<file path="src/rtl/huffman_bit_packer.sv">
// Packs 1..8-bit codes MSB-first into 32-bit words and flushes a zero-padded last word on finalize.
// Optional build macro HUFFMAN_BIT_COUNT_EN adds the bit_total port and its running code-bit counter.
module huffman_bit_packer #(
  parameter int CODE_W = 8,
  parameter int LEN_W  = 4,
  parameter int WORD_W = 32
) (
  input  logic              clock,
  input  logic              resetn,
  input  logic [CODE_W-1:0] code_in,
  input  logic [LEN_W-1:0]  len_in,
  input  logic              code_valid,
  input  logic              finalize,
  output logic              code_ready,
  output logic [WORD_W-1:0] word_out,
  output logic              word_valid,
  input  logic              word_ready,
  output logic              word_last,
  output logic [5:0]        word_bits
`ifdef HUFFMAN_BIT_COUNT_EN
  ,
  output logic [31:0]       bit_total
`endif
);

  localparam int WIN_W  = WORD_W + CODE_W;
  localparam int FILL_W = 6;

  // FLUSH is split: PAD still owes the padded word, DRAIN waits for the last word to be taken.
  typedef enum logic [1:0] {
    ACCUM       = 2'd0,
    FLUSH_PAD   = 2'd1,
    FLUSH_DRAIN = 2'd2
  } state_t;

  state_t              state_reg, state_next;
  logic [WORD_W-1:0]   acc_reg, acc_next;
  logic [FILL_W-1:0]   fill_reg, fill_next;

  logic [WORD_W-1:0]   word_out_reg;
  logic                word_valid_reg;
  logic                word_last_reg;
  logic [FILL_W-1:0]   word_bits_reg;

  logic                out_free;
  logic                ready_c;
  logic                xfer;
  logic                fin;
  logic [LEN_W-1:0]    len_clip;
  logic [LEN_W-1:0]    eff_len;
  logic [CODE_W-1:0]   code_mask;
  logic [FILL_W-1:0]   total;
  logic [FILL_W-1:0]   shift;
  logic [WIN_W-1:0]    window;
  logic [WORD_W-1:0]   window_hi;
  logic [CODE_W-1:0]   window_lo;
  logic                full;
  logic [WORD_W-1:0]   acc_after;
  logic [FILL_W-1:0]   fill_after;

  logic                load;
  logic [WORD_W-1:0]   ld_word;
  logic                ld_last;
  logic [FILL_W-1:0]   ld_bits;

  assign out_free = !word_valid_reg || word_ready;
  assign ready_c  = (state_reg == ACCUM) && out_free;
  assign xfer     = code_valid && ready_c;
  assign fin      = finalize && ready_c;

  assign len_clip = (len_in > LEN_W'(CODE_W)) ? LEN_W'(CODE_W) : len_in;
  assign eff_len  = xfer ? len_clip : '0;

  for (genvar gi = 0; gi < CODE_W; gi++) begin : g_mask
    assign code_mask[gi] = code_in[gi] && (int'(eff_len) > gi);
  end

  // Code MSB lands just below the current fill inside a word-plus-one-code window.
  assign total     = fill_reg + FILL_W'(eff_len);
  assign shift     = FILL_W'(WIN_W) - total;
  assign window    = {acc_reg, {CODE_W{1'b0}}} | (WIN_W'(code_mask) << shift);
  assign window_hi = window[WIN_W-1:CODE_W];
  assign window_lo = window[CODE_W-1:0];
  assign full      = (total >= FILL_W'(WORD_W));
  assign acc_after  = full ? {window_lo, {(WORD_W-CODE_W){1'b0}}} : window_hi;
  assign fill_after = full ? (total - FILL_W'(WORD_W)) : total;

  always_ff @(posedge clock or negedge resetn) begin
    if (!resetn) begin
      state_reg <= ACCUM;
    end else begin
      state_reg <= state_next;
    end
  end

  always_comb begin
    state_next = state_reg;
    case (state_reg)
      ACCUM: begin
        if (fin) begin
          state_next = (full && (fill_after != '0)) ? FLUSH_PAD : FLUSH_DRAIN;
        end
      end
      FLUSH_PAD: begin
        if (out_free) begin
          state_next = FLUSH_DRAIN;
        end
      end
      FLUSH_DRAIN: begin
        if (word_valid_reg && word_ready) begin
          state_next = ACCUM;
        end
      end
      default: state_next = ACCUM;
    endcase
  end

  always_comb begin
    load      = 1'b0;
    ld_word   = window_hi;
    ld_last   = 1'b0;
    ld_bits   = FILL_W'(WORD_W);
    acc_next  = acc_reg;
    fill_next = fill_reg;
    case (state_reg)
      ACCUM: begin
        if (ready_c) begin
          acc_next  = acc_after;
          fill_next = fill_after;
          if (full) begin
            load    = 1'b1;
            ld_last = fin && (fill_after == '0);
          end else if (fin) begin
            load      = 1'b1;
            ld_last   = 1'b1;
            ld_bits   = total;
            acc_next  = '0;
            fill_next = '0;
          end
        end
      end
      FLUSH_PAD: begin
        if (out_free) begin
          load      = 1'b1;
          ld_word   = acc_reg;
          ld_last   = 1'b1;
          ld_bits   = fill_reg;
          acc_next  = '0;
          fill_next = '0;
        end
      end
      FLUSH_DRAIN: begin
        acc_next  = '0;
        fill_next = '0;
      end
      default: begin
        acc_next  = '0;
        fill_next = '0;
      end
    endcase
  end

  always_ff @(posedge clock or negedge resetn) begin
    if (!resetn) begin
      acc_reg  <= '0;
      fill_reg <= '0;
    end else begin
      acc_reg  <= acc_next;
      fill_reg <= fill_next;
    end
  end

  // Single-entry output register; reload on the same edge the old word is consumed is allowed.
  always_ff @(posedge clock or negedge resetn) begin
    if (!resetn) begin
      word_out_reg   <= '0;
      word_valid_reg <= 1'b0;
      word_last_reg  <= 1'b0;
      word_bits_reg  <= '0;
    end else if (load) begin
      word_out_reg   <= ld_word;
      word_valid_reg <= 1'b1;
      word_last_reg  <= ld_last;
      word_bits_reg  <= ld_bits;
    end else if (word_ready) begin
      word_valid_reg <= 1'b0;
    end
  end

`ifdef HUFFMAN_BIT_COUNT_EN
  logic        stream_done;
  logic [31:0] bit_total_reg;

  assign stream_done = (state_reg == FLUSH_DRAIN) && word_valid_reg && word_ready;

  always_ff @(posedge clock or negedge resetn) begin
    if (!resetn) begin
      bit_total_reg <= '0;
    end else if (stream_done) begin
      bit_total_reg <= '0;
    end else if (xfer) begin
      bit_total_reg <= bit_total_reg + 32'(len_clip);
    end
  end

  assign bit_total = bit_total_reg;
`endif

  assign code_ready = ready_c;
  assign word_out   = word_out_reg;
  assign word_valid = word_valid_reg;
  assign word_last  = word_last_reg;
  assign word_bits  = word_bits_reg;

endmodule

</file>
<file path="config.mk">
export PLATFORM = sky130hd
export DESIGN_NAME = huffman_bit_packer
export DESIGN_NICKNAME = d
export VERILOG_FILES = /design/src/rtl/huffman_bit_packer.sv
export SDC_FILE = /design/constraint.sdc
export NUM_CORES = 1
export LEC_CHECK = 0
export BUFFER_PORTS_ARGS = -buffer_cell sky130_fd_sc_hd__buf_2
export CORE_MARGIN = 2
export CORE_UTILIZATION = 53
export CTS_CLUSTER_SIZE = 40
export DETAILED_ROUTE_END_ITERATION = 10
export GPL_TIMING_DRIVEN = 1
export PLACE_DENSITY = 0.77
export SLEW_MARGIN = 30
export SYNTH_ARGS = -nofsm -noshare
export SYNTH_HDL_FRONTEND = slang
export SYNTH_SLANG_ARGS = --single-unit
</file>
<file path="constraint.sdc">
create_clock -name clock -period 3.6 [get_ports clock]
set_input_delay 0.18 -clock clock [delete_from_list [all_inputs] [get_ports clock]]
set_output_delay 0.18 -clock clock [all_outputs]
set_load 0.01 [all_outputs]
</file>
==> flow_summary.rst, run 1 <==
.. list-table::
   :header-rows: 1

   * - Metric
     - Value
   * - Placed Area
     - 0.00548 sq mm
   * - Share of flip-flops with an asynchronous set or reset
     - 100%
   * - Endpoint arrival time on the critical path
     - 3.75 ns
   * - Gate count after technology mapping
     - 513
   * - Via count
     - 4613
   * - Synth-to-Final Area Change
     - 25.3%
   * - Setup violations, final
     - 0
   * - Ratio of routed vias to standard cells
     - 6.37
   * - Drt first-iter violations
     - 582
   * - First-pass GRT wire length
     - 22300 um
   * - Maximum achievable frequency
     - 0.285 GHz
   * - Hold Crit Class
     - in2reg
   * - Worst relative slew slack
     - 39.9%
   * - Cells taking the most area after synthesis
     - sky130_fd_sc_hd__dfrtp_1, sky130_fd_sc_hd__a21oi_1, sky130_fd_sc_hd__nor2_1
   * - Critical path peak fanout
     - 5
   * - Total Nets Final
     - 634
   * - Ys Warns
     - 0
   * - Data required time of the worst path
     - 3.84 ns
   * - Leading register cell type out of synthesis
     - sky130_fd_sc_hd__dfrtp_1
   * - Category of the worst setup path capture point
     - flop
   * - Maximum clock insertion buffer count
     - 2
   * - Final Hold Viols
     - 0
   * - Number of global-route vias before repair
     - 4243
   * - CTS sink count
     - 80
   * - Wire length per cell after detailed routing
     - 19.3 um
   * - Final estimated routing congestion in global placement
     - 0.963
   * - Period utilisation layout
     - 97.6%
   * - Slew at the pin with the worst max-slew slack
     - 0.898 ns
   * - Post-synthesis cell type with the largest combined area
     - sky130_fd_sc_hd__dfrtp_1
   * - Synthesized area per cell
     - 9.46 sq um
   * - Pin count of the biggest net entering global routing
     - 81
   * - Width of the die
     - 99.7 um
   * - Number of optimization iterations in the first detailed-route pass
     - 6
   * - Die outline area
     - 0.00994 sq mm
   * - Count of inserted antenna diode cells
     - 0
   * - Max-cap violation count
     - 0
   * - VDD IR-drop max
     - 342 uV
   * - Part of the Yosys area used for sequential elements
     - 41.2%
   * - Final ANT Viol Nets
     - 0
   * - Status
     - finished, final reports clean
   * - Final routed DRC violation total
     - 0
   * - PD cells
     - 565 mW/mm^2
   * - Min cycle time layout
     - 3.51 ns
   * - Number of enable-type register cells in the synthesized netlist
     - 0
   * - Overflow left after global routing
     - 0
   * - CP Launch Type
     - flop
   * - Total clock buffers created by CTS
     - 9
   * - Clock latency at the later pin of the worst-skew pair
     - 0.36 ns
   * - Number of port buffers
     - 57
   * - Most repeated cell in the gate-level netlist after synthesis
     - sky130_fd_sc_hd__dfrtp_1
   * - Root Buffer Master
     - sky130_fd_sc_hd__clkbuf_8
   * - Number of library cell types mapped by synthesis
     - 82
   * - Synth Register Bits
     - 80
   * - Antenna violations before repair
     - 0
   * - Final Routed Wirelength
     - 14000 um
   * - Syn_nets
     - 536
   * - Clock input transition at the sequential cells of the worst setup and hold paths
     - 0.09 ns
   * - Final Max Tran Viols
     - 0
   * - Total global routing track utilization
     - 28.5%
   * - Number of H-tree levels
     - 3
   * - Row count
     - 34
   * - Initial Util
     - 55.1%
   * - Ranking of synthesized cells by instance count
     - sky130_fd_sc_hd__dfrtp_1, sky130_fd_sc_hd__nor2_1, sky130_fd_sc_hd__a21oi_1, sky130_fd_sc_hd__nand2_1, sky130_fd_sc_hd__o21ai_0
   * - Leakage
     - 2.73 nW
   * - Clock Skew
     - 0.0120 ns
   * - Post-synth design cell area
     - 0.00485 sq mm
   * - Share of the synthesized area in the top cell type
     - 41.2%
   * - TritonCTS clock tree
     - built
   * - Fill count
     - 689
   * - Core footprint
     - 0.00881 sq mm
   * - Share of the core filled with cells
     - 69.1%
   * - Post-route design area
     - 0.00608 sq mm
   * - Dpl hpwl
     - 9800 um
   * - Top-Level Pins
     - 58
   * - Share of cells above drive strength 1
     - 33.3%
   * - Die Span Y
     - 99.7 um
   * - Setup CP Type
     - reg2reg
-- worst max-delay path, stage by stage, from the launching register on --
cell and delay, ns:
sky130_fd_sc_hd__dfrtp_1 0.41, sky130_fd_sc_hd__nand2b_1 0.10, sky130_fd_sc_hd__nand4_1 0.20, sky130_fd_sc_hd__nor2_2 0.20, sky130_fd_sc_hd__and2_4 0.16, sky130_fd_sc_hd__ha_4 0.13, sky130_fd_sc_hd__fa_2 0.47, sky130_fd_sc_hd__inv_2 0.09
sky130_fd_sc_hd__ha_4 0.14, sky130_fd_sc_hd__nand2_1 0.12, sky130_fd_sc_hd__and3_1 0.37, sky130_fd_sc_hd__xnor2_4 0.35, sky130_fd_sc_hd__buf_4 0.20, sky130_fd_sc_hd__nor4_1 0.05, sky130_fd_sc_hd__a31oi_1 0.27, sky130_fd_sc_hd__o21ai_0 0.14
-- power by group --
group	internal, mW	total [mW]	switching (mW)	leakage [nW]
sequential	1.06	1.15	0.0900	1.07
combinational	0.617	1.57	0.954	1.56
clock	0.349	0.718	0.368	0.105
-- metal layers --
layer / track usage (%) / up-vias / routed length, um
met2: 43.0 / 257 / 6450
met3: 5.27 / 34 / 1140
met4: 7.38 / 0 / 264
li1: - / 2114 / -
met5: 0 / - / 0
met1: 42.4 / 2208 / 6130
-- placed cells by master (no fill, tap or decap), types with 4 or more instances in the layout --
cell type	n
sky130_fd_sc_hd__o211ai_1	4
sky130_fd_sc_hd__o21ai_1	12
sky130_fd_sc_hd__o21ai_0	27
sky130_fd_sc_hd__and3_1	4
sky130_fd_sc_hd__nand2b_1	4
sky130_fd_sc_hd__clkbuf_8	10
sky130_fd_sc_hd__a222oi_1	5
sky130_fd_sc_hd__mux2_2	6
sky130_fd_sc_hd__nand3_1	6
sky130_fd_sc_hd__a31oi_1	5
sky130_fd_sc_hd__nor3_1	9
sky130_fd_sc_hd__nand2_1	46
sky130_fd_sc_hd__buf_2	56
sky130_fd_sc_hd__a32oi_1	6
sky130_fd_sc_hd__dfrtp_1	80
sky130_fd_sc_hd__o31ai_1	6
sky130_fd_sc_hd__inv_1	15
sky130_fd_sc_hd__and2_1	4
sky130_fd_sc_hd__nand4_1	4
sky130_fd_sc_hd__buf_4	58
sky130_fd_sc_hd__nor2_1	52
sky130_fd_sc_hd__xnor2_4	4
sky130_fd_sc_hd__mux2i_1	5
sky130_fd_sc_hd__a22o_1	11
sky130_fd_sc_hd__a21oi_1	51
sky130_fd_sc_hd__nor2b_1	5
-- cell families (layout without fill, tap and decap cells) --
kind of cell             Yosys count  in the layout  share of synthesized area, %
AO/OA/AOI/OAI                    190            190                          28.4
XOR/XNOR                          10             10                          4.05
adder cells (fa/ha/maj)            6              6                          1.70
buffers and inverters             48            151                          4.48
flip-flops                        80             80                          41.2
multiplexers                      15             15                          3.53
AND/OR/NAND/NOR                  164            164                          16.6
-- per-stage QoR --
step	cells	setup WS [ns]	hold slack, ns	total power [mW]	setup TNS [ns]
2_1_floorplan	513	0.0263	-0.116	2.01	0
3_3_place_gp	690	0.0765	0.413	2.53	0
3_5_place_dp	690	-0.0172	0.275	2.56	-0.0245
4_1_cts	709	-0.0160	0.106	3.28	-0.0183
5_1_grt	724	-0.0289	0.133	3.62	-0.0936
6_report	724	0.0878	0.117	3.44	0
-- final timing paths --
path / startpoint / to / slack, ns / cells after the start
hold reg to reg: word_bits[5]$_DFFE_PN0P_ / word_bits[5]$_DFFE_PN0P_ / 0.47 / 2
hold / removal: word_ready / state_reg[1]$_DFFE_PN0P_ / 0.12 / 4
setup / recovery: word_valid$_DFFE_PN0P_ / acc_reg[10]$_DFFE_PN0P_ / 0.09 / 15
max in group asynchronous: resetn / acc_reg[15]$_DFFE_PN0P_ / 2.67 / 2
min in group asynchronous: resetn / fill_reg[0]$_DFFE_PN0P_ / 0.41 / 2
setup reg to reg: word_valid$_DFFE_PN0P_ / acc_reg[10]$_DFFE_PN0P_ / 0.09 / 15
-- what timing repair did --
| action | 4_1_cts | 5_1_grt |
|---|---|---|
| gates resized for setup | 4 | 39 |
| hold buffers | 1 | 0 |
| buffers inserted | 2 | 15 |
| pin swaps | 1 | 18 |
| setup endpoints to repair | 8 | 62 |
| endpoints found under the hold margin | 80 | 0 |
-- final cells by class --
| cell class | instances | area [sq um] | share of cell area, % |
|---|---|---|---|
| clock buffers | 10 | 138 | 2.26 |
| clock inverters | 6 | 75.1 | 1.23 |
| inverters | 17 | 63.8 | 1.05 |
| multi-input cells | 385 | 2890 | 47.6 |
| flip-flops and latches | 80 | 2000 | 32.9 |
| well taps | 108 | 135 | 2.22 |
| repair buffers | 118 | 777 | 12.8 |
No activity file was read; power rests on OpenSTA's default activity.
==> run 2, diff against run 1 <==
--- a/config.mk
+++ b/config.mk
@@ -5,12 +5,13 @@
 export SDC_FILE = /design/constraint.sdc
 export NUM_CORES = 1
 export LEC_CHECK = 0
+export ABC_AREA = 1
 export BUFFER_PORTS_ARGS = -buffer_cell sky130_fd_sc_hd__buf_2
 export CORE_MARGIN = 2
 export CORE_UTILIZATION = 53
 export CTS_CLUSTER_SIZE = 40
 export DETAILED_ROUTE_END_ITERATION = 10
-export GPL_TIMING_DRIVEN = 1
+export GPL_TIMING_DRIVEN = 0
 export PLACE_DENSITY = 0.77
 export SLEW_MARGIN = 30
 export SYNTH_ARGS = -nofsm -noshare
==> run 2 against run 1 <==
  * Critical path depth down 1
  * Count of clock-buffer cells in the layout down 1
  * Highest routed layer unchanged
  * Synthesized cell count up 16%
==> flow_summary.rst, run 2 <==
.. list-table::
   :header-rows: 1

   * - Metric
     - Value
   * - Maximum achievable frequency
     - 0.299 GHz (was 0.285 GHz)
   * - Placed instance count
     - 758 (was 690)
   * - Maximum clock insertion buffer count
     - 2 (unchanged)
   * - Multi-input logic area
     - 0.00221 sq mm (was 0.00289 sq mm)
   * - Fill count
     - 768 (was 689)
   * - Final routed DRC violation total
     - 0 (unchanged)
   * - Status
     - finished, final reports clean (unchanged)
   * - Number of H-tree levels
     - 3 (unchanged)
   * - Row count
     - 33 (was 34)
   * - CP startpoint
     - state_reg[1]$_DFFE_PN0P_ (was word_valid$_DFFE_PN0P_)
   * - Width of the die
     - 96.6 um (was 99.7 um)
   * - PD cells
     - 755 mW/mm^2 (was 565 mW/mm^2)
   * - Setup CP Type
     - reg2reg (unchanged)
   * - Part of the Yosys area used for sequential elements
     - 44.0% (was 41.2%)
   * - Hold Crit Class
     - in2reg (unchanged)
   * - Cells taking the most area after synthesis
     - sky130_fd_sc_hd__dfrtp_1, sky130_fd_sc_hd__nand2_1, sky130_fd_sc_hd__nand3_1 (was sky130_fd_sc_hd__dfrtp_1, sky130_fd_sc_hd__a21oi_1, sky130_fd_sc_hd__nor2_1)
   * - Leakage
     - 2.69 nW (was 2.73 nW)
   * - Post-synth design cell area
     - 0.00455 sq mm (was 0.00485 sq mm)
   * - Setup ws final
     - 0.254 ns (was 0.0878 ns)
   * - Total clock buffers created by CTS
     - 9 (unchanged)
   * - Leading register cell type out of synthesis
     - sky130_fd_sc_hd__dfrtp_1 (unchanged)
   * - Ys Warns
     - 0 (unchanged)
   * - HP Start
     - word_ready (unchanged)
   * - Post-placement setup slack
     - -0.111 ns (was -0.0172 ns)
   * - Final Non-Filler Cells
     - 780 (was 724)
   * - Family with the most delay on the worst path
     - simple AND/OR/NAND/NOR gates (unchanged)
   * - Buf+Inv Stages, Crit Path
     - 2 (unchanged)
   * - Final Hold Viols
     - 0 (unchanged)
   * - Number of global-route vias before repair
     - 4214 (was 4243)
   * - Critical path's slowest cell
     - sky130_fd_sc_hd__dfrtp_1 (was sky130_fd_sc_hd__fa_2)
   * - Die outline area
     - 0.00934 sq mm (was 0.00994 sq mm)
   * - Root Buffer Master
     - sky130_fd_sc_hd__clkbuf_8 (unchanged)
   * - Ranking of synthesized cells by instance count
     - sky130_fd_sc_hd__nand2_1, sky130_fd_sc_hd__dfrtp_1, sky130_fd_sc_hd__nand3_1, sky130_fd_sc_hd__nor2_1, sky130_fd_sc_hd__inv_1 (was sky130_fd_sc_hd__dfrtp_1, sky130_fd_sc_hd__nor2_1, sky130_fd_sc_hd__a21oi_1, sky130_fd_sc_hd__nand2_1, sky130_fd_sc_hd__o21ai_0)
   * - Final estimated routing congestion in global placement
     - 0.936 (was 0.963)
   * - Unrepaired setup endpoints after global routing
     - true
   * - Number of optimization iterations in the first detailed-route pass
     - 5 (was 6)
   * - First-pass GRT wire length
     - 20900 um (was 22300 um)
   * - Slowest cell delay on critical path
     - 0.43 ns (was 0.47 ns)
   * - TritonCTS clock tree
     - built (unchanged)
   * - Clock Skew
     - 0.00947 ns (was 0.0120 ns)
   * - Share of flip-flops with an asynchronous set or reset
     - 100% (unchanged)
   * - Data required time of the worst path
     - 3.89 ns (was 3.84 ns)
   * - Number of port buffers
     - 57 (unchanged)
   * - Share of the synthesized area in the top cell type
     - 44.0% (was 41.2%)
   * - Final ANT Viol Nets
     - 0 (unchanged)
   * - Synth-to-Final Area Change
     - 16.3% (was 25.3%)
   * - Synthesized area per cell
     - 7.64 sq um (was 9.46 sq um)
   * - Antenna violations before repair
     - 0 (unchanged)
   * - RR Startpoint
     - state_reg[1]$_DFFE_PN0P_ (was word_valid$_DFFE_PN0P_)
   * - Post-synthesis cell type with the largest combined area
     - sky130_fd_sc_hd__dfrtp_1 (unchanged)
   * - Top-Level Pins
     - 58 (unchanged)
   * - Pin count of the biggest net entering global routing
     - 47 (was 81)
   * - Total global routing track utilization
     - 27.6% (was 28.5%)
   * - Total negative setup slack
     - 0 ns (unchanged)
   * - Setup violations, final
     - 0 (unchanged)
   * - Gate count after technology mapping
     - 595 (was 513)
   * - Most repeated cell in the gate-level netlist after synthesis
     - sky130_fd_sc_hd__nand2_1 (was sky130_fd_sc_hd__dfrtp_1)
   * - Core footprint
     - 0.00826 sq mm (was 0.00881 sq mm)
   * - Initial Util
     - 55.1% (about the same)
   * - Total Nets Final
     - 693 (was 634)
   * - Synth Register Bits
     - 80 (unchanged)
   * - Count of inserted antenna diode cells
     - 0 (unchanged)
   * - CTS sink count
     - 80 (unchanged)
   * - Number of library cell types mapped by synthesis
     - 37 (was 82)
   * - Cell-by-cell trace of the critical path
     - nor2_2 > nand2_2 > nor4_2 > ha_2 > fa_1 > inv_2 > ha_2 > clkbuf_2 > nand3_1 > nand3_1 > nand2_1 > o21ai_0 > or2_1 > a21oi_1 (was nand2b_1 > nand4_1 > nor2_2 > and2_4 > ha_4 > fa_2 > inv_2 > ha_4 > nand2_1 > and3_1 > xnor2_4 > buf_4 > nor4_1 > a31oi_1 > o21ai_0)
   * - CP Launch Type
     - flop (unchanged)
   * - Worst hold margin
     - 0.122 ns (was 0.117 ns)
   * - Top library cells by usage in the layout, fill and taps aside
     - sky130_fd_sc_hd__nand2_1, sky130_fd_sc_hd__dfrtp_1, sky130_fd_sc_hd__nand3_1 (was sky130_fd_sc_hd__dfrtp_1, sky130_fd_sc_hd__buf_4, sky130_fd_sc_hd__buf_2)
   * - VDD IR-drop max
     - 473 uV (was 342 uV)
   * - Share of cells above drive strength 1
     - 21.8% (was 33.3%)
   * - Period utilisation layout
     - 92.9% (was 97.6%)
   * - Min cycle time layout
     - 3.35 ns (was 3.51 ns)
   * - Final Routed Wirelength
     - 12500 um (was 14000 um)
   * - Endpoint arrival time on the critical path
     - 3.64 ns (was 3.75 ns)
   * - Critical path peak fanout
     - 10 (was 5)
   * - Die Span Y
     - 96.6 um (was 99.7 um)
   * - Slew at the pin with the worst max-slew slack
     - 0.474 ns (was 0.898 ns)
   * - Register Area
     - 0.00200 sq mm (unchanged)
   * - Overflow left after global routing
     - 0 (unchanged)
   * - Share of the core filled with cells
     - 64.0% (was 69.1%)
   * - Category of the worst setup path capture point
     - flop (unchanged)
   * - Number of enable-type register cells in the synthesized netlist
     - 0 (unchanged)
   * - Drt first-iter violations
     - 175 (was 582)
   * - Wire length per cell after detailed routing
     - 16.0 um (was 19.3 um)
   * - Final Max Tran Viols
     - 0 (unchanged)
   * - Clock input transition at the sequential cells of the worst setup and hold paths
     - 0.09 ns (about the same)
   * - Ratio of routed vias to standard cells
     - 5.54 (was 6.37)
   * - Dpl hpwl
     - 9280 um (was 9800 um)
   * - Clock latency at the later pin of the worst-skew pair
     - 0.36 ns (about the same)
   * - Max-cap violation count
     - 0 (unchanged)
   * - Syn_nets
     - 618 (was 536)
   * - Worst relative slew slack
     - 68.4% (was 39.9%)
   * - Via count
     - 4325 (was 4613)
   * - Most frequent standard cell in the layout excluding fill and tap cells
     - sky130_fd_sc_hd__nand2_1 (was sky130_fd_sc_hd__dfrtp_1)
## run 2: changes by cell type in the layout (fill, tap and decap cells not counted), sizes merged, moves of 16 or more
| cell | before | now |
|---|---|---|
| buf | 117 | 77 |
| inv | 19 | 64 |
| nand3 | 6 | 71 |
| nand2 | 47 | 152 |
| nor2 | 57 | 73 |
| a21oi | 56 | 24 |
## run 2: area by class of cell
| type | instances | area share (%) |
|---|---|---|
| clock buffer | 9 | 2.34 |
| buffer | 22 | 2.60 |
| multi-input combinational | 430 | 41.7 |
| sequential | 80 | 37.9 |
| inverter | 62 | 4.52 |
| tap | 105 | 2.48 |
| timing repair buffer | 65 | 7.00 |
| clock inverter | 7 | 1.47 |
## run 2: report_power, final
part	internal, mW	total, mW	switching (mW)
combinational	0.668	2.06	1.39
sequential	1.13	1.24	0.117
clock	0.330	0.691	0.361
## run 2: kinds of logic after synthesis
logic type | count (synthesis) | share of synthesized area, %
adders and majority gates | 6 | 1.82
and+or+nand+nor | 322 | 31.9
buffers and inverters | 85 | 7.95
AOI/OAI and AO/OA | 99 | 12.9
xor gates and xnor gates | 3 | 1.40
DFF | 80 | 44.0
## run 2: stage by stage
stage | power, mW | instance area [sq um]
2_1_floorplan | 2.57 | 4550
3_3_place_gp | 3.19 | 4960
3_5_place_dp | 3.24 | 4990
4_1_cts | 3.93 | 5210
5_1_grt | 4.31 | 5290
6_report | 3.99 | 5290
## run 2: worst reg2reg max path: cells and delay by family, from the launching register on
kind | cells | cell delay (ns)
DFF | 1 | 0.43
AOI/OAI and AO/OA | 2 | 0.27
and+or+nand+nor | 7 | 1.23
adders and majority gates | 3 | 1.02
buffers and inverters | 2 | 0.34
## run 2: repair_timing
action                     4_1_cts  5_1_grt
resized for setup                1       19
setup endpoints to repair       17       65
hold endpoints to repair        34        0
pin swaps                        0        2
setup buffers                    0        6
gates cloned                     0        0
hold buffers                     1        0
## run 2: worst paths after layout
path / depth (start not counted) / endpoint / slack, ns
setup / recovery: 14 / word_out[5]$_DFFE_PN0P_ / 0.25
hold / removal: 4 / state_reg[1]$_DFFE_PN0P_ / 0.12
setup reg to reg: 14 / word_out[5]$_DFFE_PN0P_ / 0.25
hold reg to reg: 2 / word_out[11]$_DFFE_PN0P_ / 0.48
max in group asynchronous: 3 / acc_reg[25]$_DFFE_PN0P_ / 2.71
min in group asynchronous: 2 / acc_reg[9]$_DFFE_PN0P_ / 0.31
## run 2: per-layer routing
layer  track usage [%]  up-vias  part of all wire [%]
met3              5.92       11                   5.7
met4              7.80        0                   1.4
met1              38.5     2066                    46
met5                 0        -                     0
met2              43.7      123                    47
li1                  -     2125                     -
==> run 3, diff against run 2 <==
--- a/config.mk
+++ b/config.mk
@@ -5,7 +5,6 @@
 export SDC_FILE = /design/constraint.sdc
 export NUM_CORES = 1
 export LEC_CHECK = 0
-export ABC_AREA = 1
 export BUFFER_PORTS_ARGS = -buffer_cell sky130_fd_sc_hd__buf_2
 export CORE_MARGIN = 2
 export CORE_UTILIZATION = 53
==> run 3 against run 2 <==
  * Wire length up 21%
  * The run now ends with setup timing left
  * Clock skew grew 0.0040 ns
  * Core utilization is 6.7 points higher
  * Die area is 6.5% higher
  * Sequential cell count did not move
  * Setup slack worse by 0.39 ns
  * Clock power rose by 9.4%
  * Global-route usage is 2.5 points higher
  * Sequential share of layout area decreased by 5.7 points
  * Largest cell class unchanged
  * Sequential power down 7%
  * Count of clock-buffer cells in the layout rose by 1
  * Non-clock buffer count is 33 higher
==> flow_summary.rst, run 3 (synthesis results as in run 1) <==
.. list-table::
   :header-rows: 1

   * - Metric
     - Value
   * - Period utilisation layout
     - 104% (was 92.9%)
   * - Number of optimization iterations in the first detailed-route pass
     - 8 (was 5)
   * - Leakage
     - 2.76 nW (was 2.69 nW)
   * - Final Routed Wirelength
     - 15000 um (was 12500 um)
   * - Total Power Consumption
     - 3.59 mW (was 3.99 mW)
   * - Category of the worst setup path capture point
     - flop (unchanged)
   * - Drt first-iter violations
     - 556 (was 175)
   * - Fraction of power consumed by the clock network
     - 21.0% (was 17.3%)
   * - Endpoint of the worst register-to-register path
     - acc_reg[28]$_DFFE_PN0P_ (was word_out[5]$_DFFE_PN0P_)
   * - Data required time of the worst path
     - 3.87 ns (was 3.89 ns)
   * - Slew at the pin with the worst max-slew slack
     - 0.954 ns (was 0.474 ns)
   * - Top-Level Pins
     - 58 (unchanged)
   * - WP depth
     - 14 (unchanged)
   * - Status
     - complete, but fails checks (was finished, final reports clean)
   * - Worst relative slew slack
     - 36.2% (was 68.4%)
   * - GRT met1 Usage
     - 43.4% (was 38.5%)
   * - Die Span Y
     - 99.7 um (was 96.6 um)
   * - Via count
     - 4793 (was 4325)
   * - Setup violations, final
     - 5 (was 0)
   * - Critical path's slowest cell
     - sky130_fd_sc_hd__nor4_2 (was sky130_fd_sc_hd__dfrtp_1)
   * - Number of global-route vias before repair
     - 4464 (was 4214)
   * - Wire length per cell after detailed routing
     - 20.7 um (was 16.0 um)
   * - Combinational fraction of design power
     - 47.0% (was 51.5%)
   * - CTS sink count
     - 80 (unchanged)
   * - Total Nets Final
     - 636 (was 693)
   * - RR Startpoint
     - state_reg[0]$_DFFE_PN0P_ (was state_reg[1]$_DFFE_PN0P_)
   * - Hold Crit Class
     - in2reg (unchanged)
   * - TritonCTS clock tree
     - built (unchanged)
   * - Width of the die
     - 99.7 um (was 96.6 um)
   * - Critical Path End
     - acc_reg[28]$_DFFE_PN0P_ (was word_out[5]$_DFFE_PN0P_)
   * - Cell-by-cell trace of the critical path
     - inv_1 > nand4_1 > nor2_2 > and2_4 > ha_4 > fa_2 > inv_2 > ha_4 > nand2_1 > o311ai_2 > nand4_1 > nor4_2 > a21oi_1 > o21ai_0 (was nor2_2 > nand2_2 > nor4_2 > ha_2 > fa_1 > inv_2 > ha_2 > clkbuf_2 > nand3_1 > nand3_1 > nand2_1 > o21ai_0 > or2_1 > a21oi_1)
   * - Global route hottest layer
     - met2 (unchanged)
   * - Minimum setup slack among reg-to-reg paths
     - -0.13 ns (was 0.25 ns)
   * - Placed instance count
     - 677 (was 758)
   * - Die outline area
     - 0.00994 sq mm (was 0.00934 sq mm)
   * - Internal power of the cells
     - 2.11 mW (was 2.12 mW)
   * - Number of H-tree levels
     - 3 (unchanged)
   * - Clock Skew
     - 0.0135 ns (was 0.00947 ns)
   * - Total clock buffers created by CTS
     - 9 (unchanged)
   * - Failing checks
     - setup timing
   * - Post-placement setup slack
     - -0.815 ns (was -0.111 ns)
   * - Buf+Inv Stages, Crit Path
     - 2 (unchanged)
   * - Min cycle time layout
     - 3.73 ns (was 3.35 ns)
   * - Root Buffer Master
     - sky130_fd_sc_hd__clkbuf_8 (unchanged)
   * - Number of port buffers
     - 55 (was 57)
   * - Row count
     - 34 (was 33)
   * - Switching share of total power
     - 41.2% (was 46.8%)
   * - Endpoint arrival time on the critical path
     - 4.00 ns (was 3.64 ns)
   * - Setup CP Type
     - reg2reg (unchanged)
   * - Met2 capacity usage during global routing
     - 45.6% (was 43.7%)
   * - Clock latency at the later pin of the worst-skew pair
     - 0.37 ns (was 0.36 ns)
   * - Setup ws final
     - -0.135 ns (was 0.254 ns)
   * - Final ANT Viol Nets
     - 0 (unchanged)
   * - Most frequent standard cell in the layout excluding fill and tap cells
     - sky130_fd_sc_hd__dfrtp_1 (was sky130_fd_sc_hd__nand2_1)
   * - Family with the most delay on the worst path
     - simple AND/OR/NAND/NOR gates (unchanged)
   * - Synth-to-Final Area Change
     - 28.4% (was 16.3%)
   * - Max-cap violation count
     - 0 (unchanged)
   * - Dpl hpwl
     - 9810 um (was 9280 um)
   * - R2R depth
     - 14 (unchanged)
   * - Top library cells by usage in the layout, fill and taps aside
     - sky130_fd_sc_hd__dfrtp_1, sky130_fd_sc_hd__buf_2, sky130_fd_sc_hd__nand2_1, sky130_fd_sc_hd__nor2_1, sky130_fd_sc_hd__a21oi_1 (was sky130_fd_sc_hd__nand2_1, sky130_fd_sc_hd__dfrtp_1, sky130_fd_sc_hd__nand3_1)
   * - Total global routing track utilization
     - 30.1% (was 27.6%)
   * - Final Hold Viols
     - 0 (unchanged)
   * - Initial Util
     - 55.1% (about the same)
   * - Ratio of routed vias to standard cells
     - 6.60 (was 5.54)
   * - Switching component of the power
     - 1.48 mW (was 1.87 mW)
   * - Antenna violations before repair
     - 0 (unchanged)
   * - Maximum achievable frequency
     - 0.268 GHz (was 0.299 GHz)
   * - Final Non-Filler Cells
     - 726 (was 780)
   * - PD cells
     - 576 mW/mm^2 (was 755 mW/mm^2)
   * - Clock input transition at the sequential cells of the worst setup and hold paths
     - 0.08 ns (was 0.09 ns)
   * - Post-route design area
     - 0.00623 sq mm (was 0.00529 sq mm)
   * - Count of inserted antenna diode cells
     - 0 (unchanged)
   * - VDD IR-drop max
     - 290 uV (was 473 uV)
   * - Slowest cell delay on critical path
     - 0.54 ns (was 0.43 ns)
   * - Overflow left after global routing
     - 0 (unchanged)
   * - Core footprint
     - 0.00881 sq mm (was 0.00826 sq mm)
   * - Part of the power in registers
     - 31.9% (was 31.1%)
   * - CP Launch Type
     - flop (unchanged)
   * - Unrepaired setup endpoints after global routing
     - true (unchanged)
   * - Final routed DRC violation total
     - 0 (unchanged)
   * - Met3 Usage GRT
     - 4.99% (was 5.92%)
   * - Final Max Tran Viols
     - 0 (unchanged)
   * - Critical path peak fanout
     - 5 (was 10)
   * - Maximum clock insertion buffer count
     - 2 (unchanged)
   * - Share of cells above drive strength 1
     - 36.6% (was 21.8%)
   * - Placed Area
     - 0.00530 sq mm (was 0.00499 sq mm)
   * - Pin count of the biggest net entering global routing
     - 73 (was 47)
   * - First-pass GRT wire length
     - 23500 um (was 20900 um)
   * - CP startpoint
     - state_reg[0]$_DFFE_PN0P_ (was state_reg[1]$_DFFE_PN0P_)
   * - Final estimated routing congestion in global placement
     - 0.946 (was 0.936)
-- run 3: cell types whose count changed in the layout (fill, tap and decap cells not counted), sizes merged, moves of 11 or more --
| cell | change |
|---|---|
| nand4 | -12 |
| nand2 | -105 |
| a22o | +11 |
| buf | +29 |
| inv | -45 |
| nor2 | -16 |
| a21oi | +32 |
| nor3 | +13 |
| nand3 | -65 |
-- run 3: worst reg2reg max path, cell delays in order, from the launching register on --
cell and delay [ns]:
sky130_fd_sc_hd__dfrtp_2 0.42, sky130_fd_sc_hd__inv_1 0.12, sky130_fd_sc_hd__nand4_1 0.24, sky130_fd_sc_hd__nor2_2 0.18, sky130_fd_sc_hd__and2_4 0.17, sky130_fd_sc_hd__ha_4 0.13, sky130_fd_sc_hd__fa_2 0.47, sky130_fd_sc_hd__inv_2 0.10
sky130_fd_sc_hd__ha_4 0.15, sky130_fd_sc_hd__nand2_1 0.15, sky130_fd_sc_hd__o311ai_2 0.39, sky130_fd_sc_hd__nand4_1 0.21, sky130_fd_sc_hd__nor4_2 0.54, sky130_fd_sc_hd__a21oi_1 0.17, sky130_fd_sc_hd__o21ai_0 0.23
-- run 3: area by class of cell --
type | count | area [sq um]
flip-flops and latches | 80 | 2000
plain buffers | 28 | 163
well taps | 108 | 135
clock inverters | 6 | 90.1
inverters | 17 | 63.8
multi-input cells | 385 | 3010
fillers | 660 | 2570
repair buffers | 92 | 636
clock buffers | 10 | 128
-- run 3: worst min-delay path by stage --
stage / slack (ns) / depth (start not counted) / endpoint / from
CTS: 0.1 / 4 / state_reg[1]$_DFFE_PN0P_ / word_ready
finish: 0.1 / 4 / state_reg[1]$_DFFE_PN0P_ / word_ready
global route: 0.13 / 4 / state_reg[1]$_DFFE_PN0P_ / word_ready
floorplan: -0.12 / 0 / acc_reg[0]$_DFFE_PN0P_ / resetn
detailed placement: -0.002 / 1 / fill_reg[1]$_DFFE_PN0P_ / resetn
global placement: 0.46 / 2 / word_out[7]$_DFFE_PN0P_ / word_out[7]$_DFFE_PN0P_
-- run 3: timing repair --
item,4_1_cts,5_1_grt
endpoints found under the hold margin,80,0
setup endpoints to repair,73,70
buffers inserted,30,6
hold buffers,1,0
gates resized for setup,41,57
pin swaps,11,25
-- run 3: per-layer routing --
layer,part of all wire [%],up-vias
li1,-,2116
met1,41,2314
met2,46,294
met3,8.6,69
met4,4.0,0
met5,0,-
-- run 3: through the flow --
step | hold WS, ns | TNS [ns] | util [%]
after floorplan | -0.116 | 0 | -
after global placement | 0.456 | -39.02 | 59.8
after detailed placement | -0.00157 | -41.56 | 60.2
after CTS | 0.0994 | 0 | 67.7
after global routing | 0.134 | -2.18 | 70.8
final | 0.0961 | -0.262 | 70.8
-- run 3: power groups by stage --
stage | Clock, mW | Sequential, mW | Combinational, mW
detailed placement | 0 | 1.16 | 1.30
global placement | 0 | 1.15 | 1.27
global route | 0.788 | 1.17 | 1.81
finish | 0.756 | 1.15 | 1.69
CTS | 0.756 | 1.15 | 1.52
floorplan | 0 | 1.23 | 0.784
